--- src/rtl/mem_arbiter.sv ---
// Two-port memory arbiter: round-robin grant between a fetch port and a data port
// onto a single memory command channel, with per-access timeout.
module mem_arbiter #(
    parameter int ADDR_W  = 16,
    parameter int DATA_W  = 16,
    parameter int TIMEOUT = 8
) (
    input  logic              clk,
    input  logic              rst,
    input  logic              req0,
    input  logic              req1,
    input  logic [ADDR_W-1:0] addr0,
    input  logic [ADDR_W-1:0] addr1,
    input  logic [DATA_W-1:0] wdata0,
    input  logic [DATA_W-1:0] wdata1,
    input  logic              wnr0,
    input  logic              wnr1,
    output logic              ack0,
    output logic              ack1,
    output logic              err0,
    output logic              err1,
    output logic [DATA_W-1:0] rdata0,
    output logic [DATA_W-1:0] rdata1,
    output logic [ADDR_W-1:0] memAddress,
    output logic [DATA_W-1:0] memWdata,
    output logic              memWnR,
    output logic              memSelect,
    input  logic [DATA_W-1:0] memRdata,
    input  logic              memValid,
    output logic              busy
);

    typedef enum logic {
        IDLE = 1'b0,
        BUSY = 1'b1
    } state_t;

    localparam logic [7:0] CNT_LAST = 8'(TIMEOUT - 1);

    state_t            state_q, state_d;
    logic [7:0]        cnt_q, cnt_d;
    logic              ptr_q, ptr_d;
    logic              gnt_q, gnt_d;
    logic [ADDR_W-1:0] addr_q, addr_d;
    logic [DATA_W-1:0] wdata_q, wdata_d;
    logic              wnr_q, wnr_d;
    logic              sel_q, sel_d;
    logic              busy_q, busy_d;
    logic              ack0_q, ack0_d, ack1_q, ack1_d;
    logic              err0_q, err0_d, err1_q, err1_d;
    logic [DATA_W-1:0] rdata0_q, rdata0_d, rdata1_q, rdata1_d;

    logic              elig0_s, elig1_s, pick1_s;

    // A port is masked while its own completion pulse is still visible.
    assign elig0_s = req0 & ~ack0_q & ~err0_q;
    assign elig1_s = req1 & ~ack1_q & ~err1_q;

    // Next-state and registered-output computation.
    always_comb begin
        state_d  = state_q;
        cnt_d    = cnt_q;
        ptr_d    = ptr_q;
        gnt_d    = gnt_q;
        addr_d   = addr_q;
        wdata_d  = wdata_q;
        wnr_d    = wnr_q;
        sel_d    = sel_q;
        busy_d   = busy_q;
        rdata0_d = rdata0_q;
        rdata1_d = rdata1_q;
        ack0_d   = 1'b0;
        ack1_d   = 1'b0;
        err0_d   = 1'b0;
        err1_d   = 1'b0;
        pick1_s  = 1'b0;
        case (state_q)
            IDLE: begin
                if (elig0_s || elig1_s) begin
                    // ptr_q == 1 gives port 1 priority on a tie
                    pick1_s = elig1_s && (!elig0_s || ptr_q);
                    addr_d  = pick1_s ? addr1  : addr0;
                    wdata_d = pick1_s ? wdata1 : wdata0;
                    wnr_d   = pick1_s ? wnr1   : wnr0;
                    sel_d   = 1'b1;
                    busy_d  = 1'b1;
                    cnt_d   = 8'd0;
                    gnt_d   = pick1_s;
                    ptr_d   = ~pick1_s;
                    state_d = BUSY;
                end else begin
                    state_d = IDLE;
                end
            end
            BUSY: begin
                if (memValid) begin
                    sel_d   = 1'b0;
                    busy_d  = 1'b0;
                    state_d = IDLE;
                    if (gnt_q) begin
                        ack1_d = 1'b1;
                        if (!wnr_q) begin
                            rdata1_d = memRdata;
                        end else begin
                            rdata1_d = rdata1_q;
                        end
                    end else begin
                        ack0_d = 1'b1;
                        if (!wnr_q) begin
                            rdata0_d = memRdata;
                        end else begin
                            rdata0_d = rdata0_q;
                        end
                    end
                end else if (cnt_q == CNT_LAST) begin
                    sel_d   = 1'b0;
                    busy_d  = 1'b0;
                    state_d = IDLE;
                    if (gnt_q) begin
                        err1_d = 1'b1;
                    end else begin
                        err0_d = 1'b1;
                    end
                end else begin
                    cnt_d = cnt_q + 8'd1;
                end
            end
            default: begin
                state_d = IDLE;
                sel_d   = 1'b0;
                busy_d  = 1'b0;
            end
        endcase
    end

    // State and output registers.
    always_ff @(posedge clk or posedge rst) begin
        if (rst) begin
            state_q  <= IDLE;
            cnt_q    <= 8'd0;
            ptr_q    <= 1'b0;
            gnt_q    <= 1'b0;
            addr_q   <= '0;
            wdata_q  <= '0;
            wnr_q    <= 1'b0;
            sel_q    <= 1'b0;
            busy_q   <= 1'b0;
            ack0_q   <= 1'b0;
            ack1_q   <= 1'b0;
            err0_q   <= 1'b0;
            err1_q   <= 1'b0;
            rdata0_q <= '0;
            rdata1_q <= '0;
        end else begin
            state_q  <= state_d;
            cnt_q    <= cnt_d;
            ptr_q    <= ptr_d;
            gnt_q    <= gnt_d;
            addr_q   <= addr_d;
            wdata_q  <= wdata_d;
            wnr_q    <= wnr_d;
            sel_q    <= sel_d;
            busy_q   <= busy_d;
            ack0_q   <= ack0_d;
            ack1_q   <= ack1_d;
            err0_q   <= err0_d;
            err1_q   <= err1_d;
            rdata0_q <= rdata0_d;
            rdata1_q <= rdata1_d;
        end
    end

    assign ack0       = ack0_q;
    assign ack1       = ack1_q;
    assign err0       = err0_q;
    assign err1       = err1_q;
    assign rdata0     = rdata0_q;
    assign rdata1     = rdata1_q;
    assign memAddress = addr_q;
    assign memWdata   = wdata_q;
    assign memWnR     = wnr_q;
    assign memSelect  = sel_q;
    assign busy       = busy_q;

endmodule

--- config.mk ---
export PLATFORM = sky130hd
export DESIGN_NAME = mem_arbiter
export DESIGN_NICKNAME = d
export VERILOG_FILES = /design/src/rtl/mem_arbiter.sv
export SDC_FILE = /design/constraint.sdc
export NUM_CORES = 1
export LEC_CHECK = 0
export BUFFER_PORTS_ARGS = -buffer_cell sky130_fd_sc_hd__buf_2
export CORE_MARGIN = 4
export CORE_UTILIZATION = 28
export DETAILED_ROUTE_END_ITERATION = 10
export GPL_TIMING_DRIVEN = 0
export PLACE_DENSITY = 0.53
export SLEW_MARGIN = 10
export SYNTH_ARGS = -nofsm -noshare
export SYNTH_HDL_FRONTEND = slang
export SYNTH_SLANG_ARGS = --single-unit
--- constraint.sdc ---
create_clock -name clk -period 2.8 [get_ports clk]
set_input_delay 0.14 -clock clk [delete_from_list [all_inputs] [get_ports clk]]
set_output_delay 0.14 -clock clk [all_outputs]
set_load 0.01 [all_outputs]
# Word-level counts from Yosys, hierarchy flattened
# Index checks and enable logic that the tools add are counted.
op_classes:
  multipliers: 0
  n_eq_ne: 5
  add_sub_neg: 1
  n_lt_le_gt_ge: 0
  mux: 27
  shifts: 0
  div: 0
  reduce_logical: 9
  bitwise: 12
ops:
  columns: ["cell", "n"]
  rows:
  - ["$mux 16", 2]
  - ["$mux 8", 3]
  - ["$mux 1", 19]
  - ["$pmux 8 s2", 1]
  - ["$add 8x1->8 const B", 1]
  - ["$eq 8x3->1 const B", 1]
  - ["$not 1->1", 8]
  - ["$reduce_and 4->1", 2]
  - ["$ne 2x2->1 const B", 3]
  - ["$and 1x1->1", 4]
  - ["$pmux 1 s2", 2]
  - ["$reduce_and 2->1", 2]
  - ["$ne 3x2->1 const B", 1]
  - ["$reduce_and 3->1", 1]
  - ["$logic_or 1x1->1", 2]
  - ["$logic_and 1x1->1", 1]
  - ["$logic_not 1->1", 1]
totals:
  register_bits: 81
  memories: 0
  latch_bits: 0
  inputBits: 87
  mem_bits_ro: 0
  wordCells: 68
  ram_bits: 0
  out_inout_bits: 71

# Depth between registers and ports, before layout
depth:
  ltp_word: 7
  depth_mapped: 6
  depth_no_buf: 5

# Worst setup path after synthesis
# OpenSTA, ideal clock, no wires.
synth_timing:
  kind: "flip-flop to flip-flop"
  from: "register cnt_q[7]"
  to: "register cnt_q[7]"
  t_required_ns: 2.676
  path_slack_ns: 1.008
  t_arrival_ns: 1.668
  synth_period_minus_slack_ns: 1.792
  stages_incl_launch_ff: 5
  path_buffers: 0
  setup_time_ns: 0.124
  path_cell_list: "dfrtp_1 -> or4_4 -> o31a_4 -> and3_1 -> a211o_1"
synth_via:
  elab_chain_len: 4
  word_cells_on_any_way: 7
  classes_between: "add/sub (1); eq/ne (2); mux (3); reduce/logical (1)"
synth_rtl:
  columns: ["item", "line_no", "text"]
  rows:
  - ["from (decl)", "41", "logic [7:0] cnt_q, cnt_d;"]
  - ["from (signal assigned)", "156", "cnt_q <= cnt_d;"]
  - ["$add 8x1->8", "125", "cnt_d = cnt_q + 8'd1;"]
  - ["$mux 8", "115", "end else if (cnt_q == CNT_LAST) begin"]
  - ["$mux 8", "96", "if (memValid) begin"]
  - ["$pmux 8 s2", "77", "case (state_q)"]
# Several ways; a longest one is shown, not always the timed one. The select of a mux whose other input is x is not followed.
# A chain may end at the register's enable or synchronous reset.

# Worst setup path after layout
layout_timing:
  from: "register ack1_q, in the netlist ack1"
  to: "register addr_q[0], in the netlist memAddress[0]"
layout_via:
  elab_chain_len: 5
  word_cells_on_any_way: 7
  classes_between: "mux (1); bitwise (3); reduce/logical (3)"
layout_rtl:
  columns: ["item", "line_no", "text"]
  rows:
  - ["from (decl)", "49", "logic ack0_q, ack0_d, ack1_q, ack1_d;"]
  - ["from (signal assigned)", "165", "ack1_q <= ack1_d;"]
  - ["$not 1->1 *", "57", "assign elig1_s = req1 & ~ack1_q & ~err1_q;"]
  - ["$and 1x1->1 * (2 in series)", "57", null]
  - ["$logic_and 1x1->1 or $logic_or 1x1->1 (tied branches)", "81, 79", null]
  - ["$mux 16 or $reduce_and 2->1 (tied branches)", null, null]
  - ["to (signal assigned)", "159", "addr_q <= addr_d;"]
  - ["to (decl)", "44", "logic [ADDR_W-1:0] addr_q, addr_d;"]
# Mark *: on every way between the ends. The rest lies on a longest branch, timed or not.

==> impl_metrics.toml <==
[synth]
synth_top_area_share = 0.596
ys.flop_type = "dfrtp_1"
synth_nets = 338
syn_area_sq_mm = 0.00340
avgSynthCellArea_sq_um = 13.6
yosys.area.top_type = "dfrtp_1"
synth_cell_type_count = 36
synthArstFlopShare = 1.00
seq_area_frac_synth = 0.596
ys_seq_elements = 81
synth_area_leaders = "dfrtp_1, mux2_2, a221o_1"
ys.warnings.count = 0
synthCells = 250
synth_common_cells = "dfrtp_1, a221o_1, mux2_2, and2_0, clkbuf_1"
synth_edf_count = 0
post-synth-top-count-cell = "dfrtp_1"

[global_route]
grt_usage = 0.137
grt_max_degree = 62
grt_pass1_vias = 2803
grt_overflow = 0
grt_pass1_wl_mm = 15.0
antenna_found_initial = 0

[timing]
rsz0062_at_grt = "false"
finalCritPeriodShare = 0.739
finalHoldViolations = 0
relSlewSlack = 0.582
whs_ps = 30.0
max_freq_ghz = 0.484
finalSetupViolations = 0
tightest_slew_ps = 623
setup_ws_ps = 732
finClkSkew_ps = 5.71
slew_violations = 0
tns_ps = 0
final.min_clock_period_ps = 2070

[final_layout]
final_net_count = 508
ff_latch_area_sq_mm = 0.00203
syn2layout_area_growth_pct = 38.4
antenna_cells = 0
drive_gt1_frac = 0.539
layoutNonFillerInstCount = 572
fillers = 1152
final_area_sq_mm = 0.00471
multiInputGateArea_sq_mm = 0.00130

[pwr]
switching_share = 0.338
seqPwrFrac = 0.379
irDropWorstVdd_mv = 0.361
powerDensity_mw_per_mm2 = 1090
leakagePower_nw = 2.38
switchingPower_mw = 1.74
pwr-share-clk = 0.227
internal-power_mw = 3.41
p_comb_frac = 0.394

[clock_network]
cts_resized = 0
cts_tree = "yes"
cts_max_path_buffers = 2
clkSinkCount = 81
clockRootBuffer = "clkbuf_16"
ctsHtreeMaxLevel = 3
cts_buffers = 9
clk_latency_ps = 340
path_clk_slew_ps = 60

[routing]
drc = 0
vias = 2668
drtPass1Iterations = 6
ant_nets = 0
avgRoutedWirePerCell_um = 16.0
wl_mm = 9.16
vias_per_cell = 4.66
first_iter_violations = 84

[floorplanning]
io_pins = 158
start_util = 0.285
chipHeight_um = 118
num_rows = 40
die_area_sq_mm = 0.0140
die_w_um = 118
core_sq_mm = 0.0120

[setup_path]
critical_path.endpoint_type = "flop"
cp.required_ps = 3070
critPathMaxFanout = 10
arrival_ps = 2340
crit_chain = "or3b_1 > nor3_2 > clkbuf_1 > a221o_1"
cpPeakStageDelay_ps = 480
critPathTopFamily = "simple AND/OR/NAND/NOR gates"
crit_type = "reg -> reg"
worst_path_max_delay_cell = "or3b_1"
critPathLaunchType = "flop"
worstPathBufferInverterCount = 1

[status]
status = "finished clean"

[place]
place_area_sq_mm = 0.00440
dp_hpwl_mm = 6.77
pre_cts_ws_ps = 701
placed_cells = 555
port_buffers = 157
gp_congestion = 0.772

[job]
drv_cap = 0

[hold_path]
min_path_type = "in -> reg"
[cells by family (layout without fill, tap and decap cells)]
| logic type | after synthesis | after routing | share of synthesized area |
|---|---|---|---|
| compound gates | 50 | 50 | 0.142 |
| xor+xnor | 1 | 1 | 0.00257 |
| fa+ha+maj | 1 | 1 | 0.00368 |
| buf+inv | 17 | 192 | 0.0221 |
| flops | 81 | 81 | 0.596 |
| mux | 33 | 33 | 0.109 |
| simple gates | 67 | 67 | 0.125 |
[power groups by stage]
stage / Combinational, mW / Sequential [mW] / Clock, mW
5_1_grt: 2.23 / 2.03 / 1.27
3_5_place_dp: 2.07 / 1.98 / 0
6_report: 2.03 / 1.95 / 1.17
4_1_cts: 2.08 / 1.96 / 1.22
2_1_floorplan: 0.991 / 2.19 / 0
3_3_place_gp: 2.04 / 1.96 / 0
[state kept, by name, summed over array words and instances, names as in the netlist]
signal / flops
memWdata: 16
rdata1: 16
cnt_q: 8
gnt_q: 1
memAddress: 16
ack0: 1
ack1: 1
state_q: 1
busy: 1
err0: 1
err1: 1
rdata0: 16
ptr_q: 1
memWnR: 1
[area by class of cell]
| cell class | instances | share of cell area |
|---|---|---|
| Sequential cell | 81 | 0.430 |
| Clock inverter | 6 | 0.0122 |
| Clock buffer | 10 | 0.0507 |
| Timing Repair Buffer | 159 | 0.175 |
| Inverter | 3 | 0.00292 |
| Buffer | 14 | 0.0135 |
| Tap cell | 147 | 0.0391 |
| Multi-Input combinational cell | 152 | 0.276 |
[worst reg2reg max path: stages (launching register included)]
cell and delay, ps:
dfrtp_1 370, or3b_1 480, nor3_2 450, clkbuf_1 460, a221o_1 250
[what timing repair did]
action | in CTS | in global routing
hold buffers | 1 | 0
hold endpoints to repair | 20 | 0
setup buffers | 0 | 0
[per-stage QoR]
stage	util	power, mW
after floorplan	-	3.18
after global placement	0.366	3.99
after detailed placement	0.368	4.04
after CTS	0.394	5.25
after global routing	0.394	5.53
final	0.394	5.16
[placed cells by master, fill, tap and decap left out, drive strengths merged, types with 3 or more instances in the layout]
cell    instances
dfrtp          81
and3            7
nand2           3
a22o            3
inv             3
buf           165
a211o           4
a221o          33
clkbuf         17
mux2           32
nor2            4
and2           33
clkinv          4
nor3            5
nand3           5
a21o            4
[routing by layer]
layer / up-vias / wire [um] / global-route usage
met5: - / 0 / 0
met4: 0 / 180 / 0.0623
met3: 13 / 429 / 0.0335
met2: 81 / 4550 / 0.219
met1: 1293 / 4000 / 0.174
li1: 1281 / - / -
[path summary, 6_finish.rpt]
check                                start             to  slack (ps)  depth (start not counted)
worst min-delay path            wdata0[15]   memWdata[15]          30                          2
min in group asynchronous              rst     rdata0[15]         330                          3
max in group asynchronous              rst  memAddress[7]        1890                          4
worst min register to register  rdata0[13]     rdata0[13]         500                          1
worst max register to register        ack1  memAddress[0]         730                          4
worst max-delay path                  ack1  memAddress[0]         730                          4
Note: power is estimated with default switching activity, not from simulation.
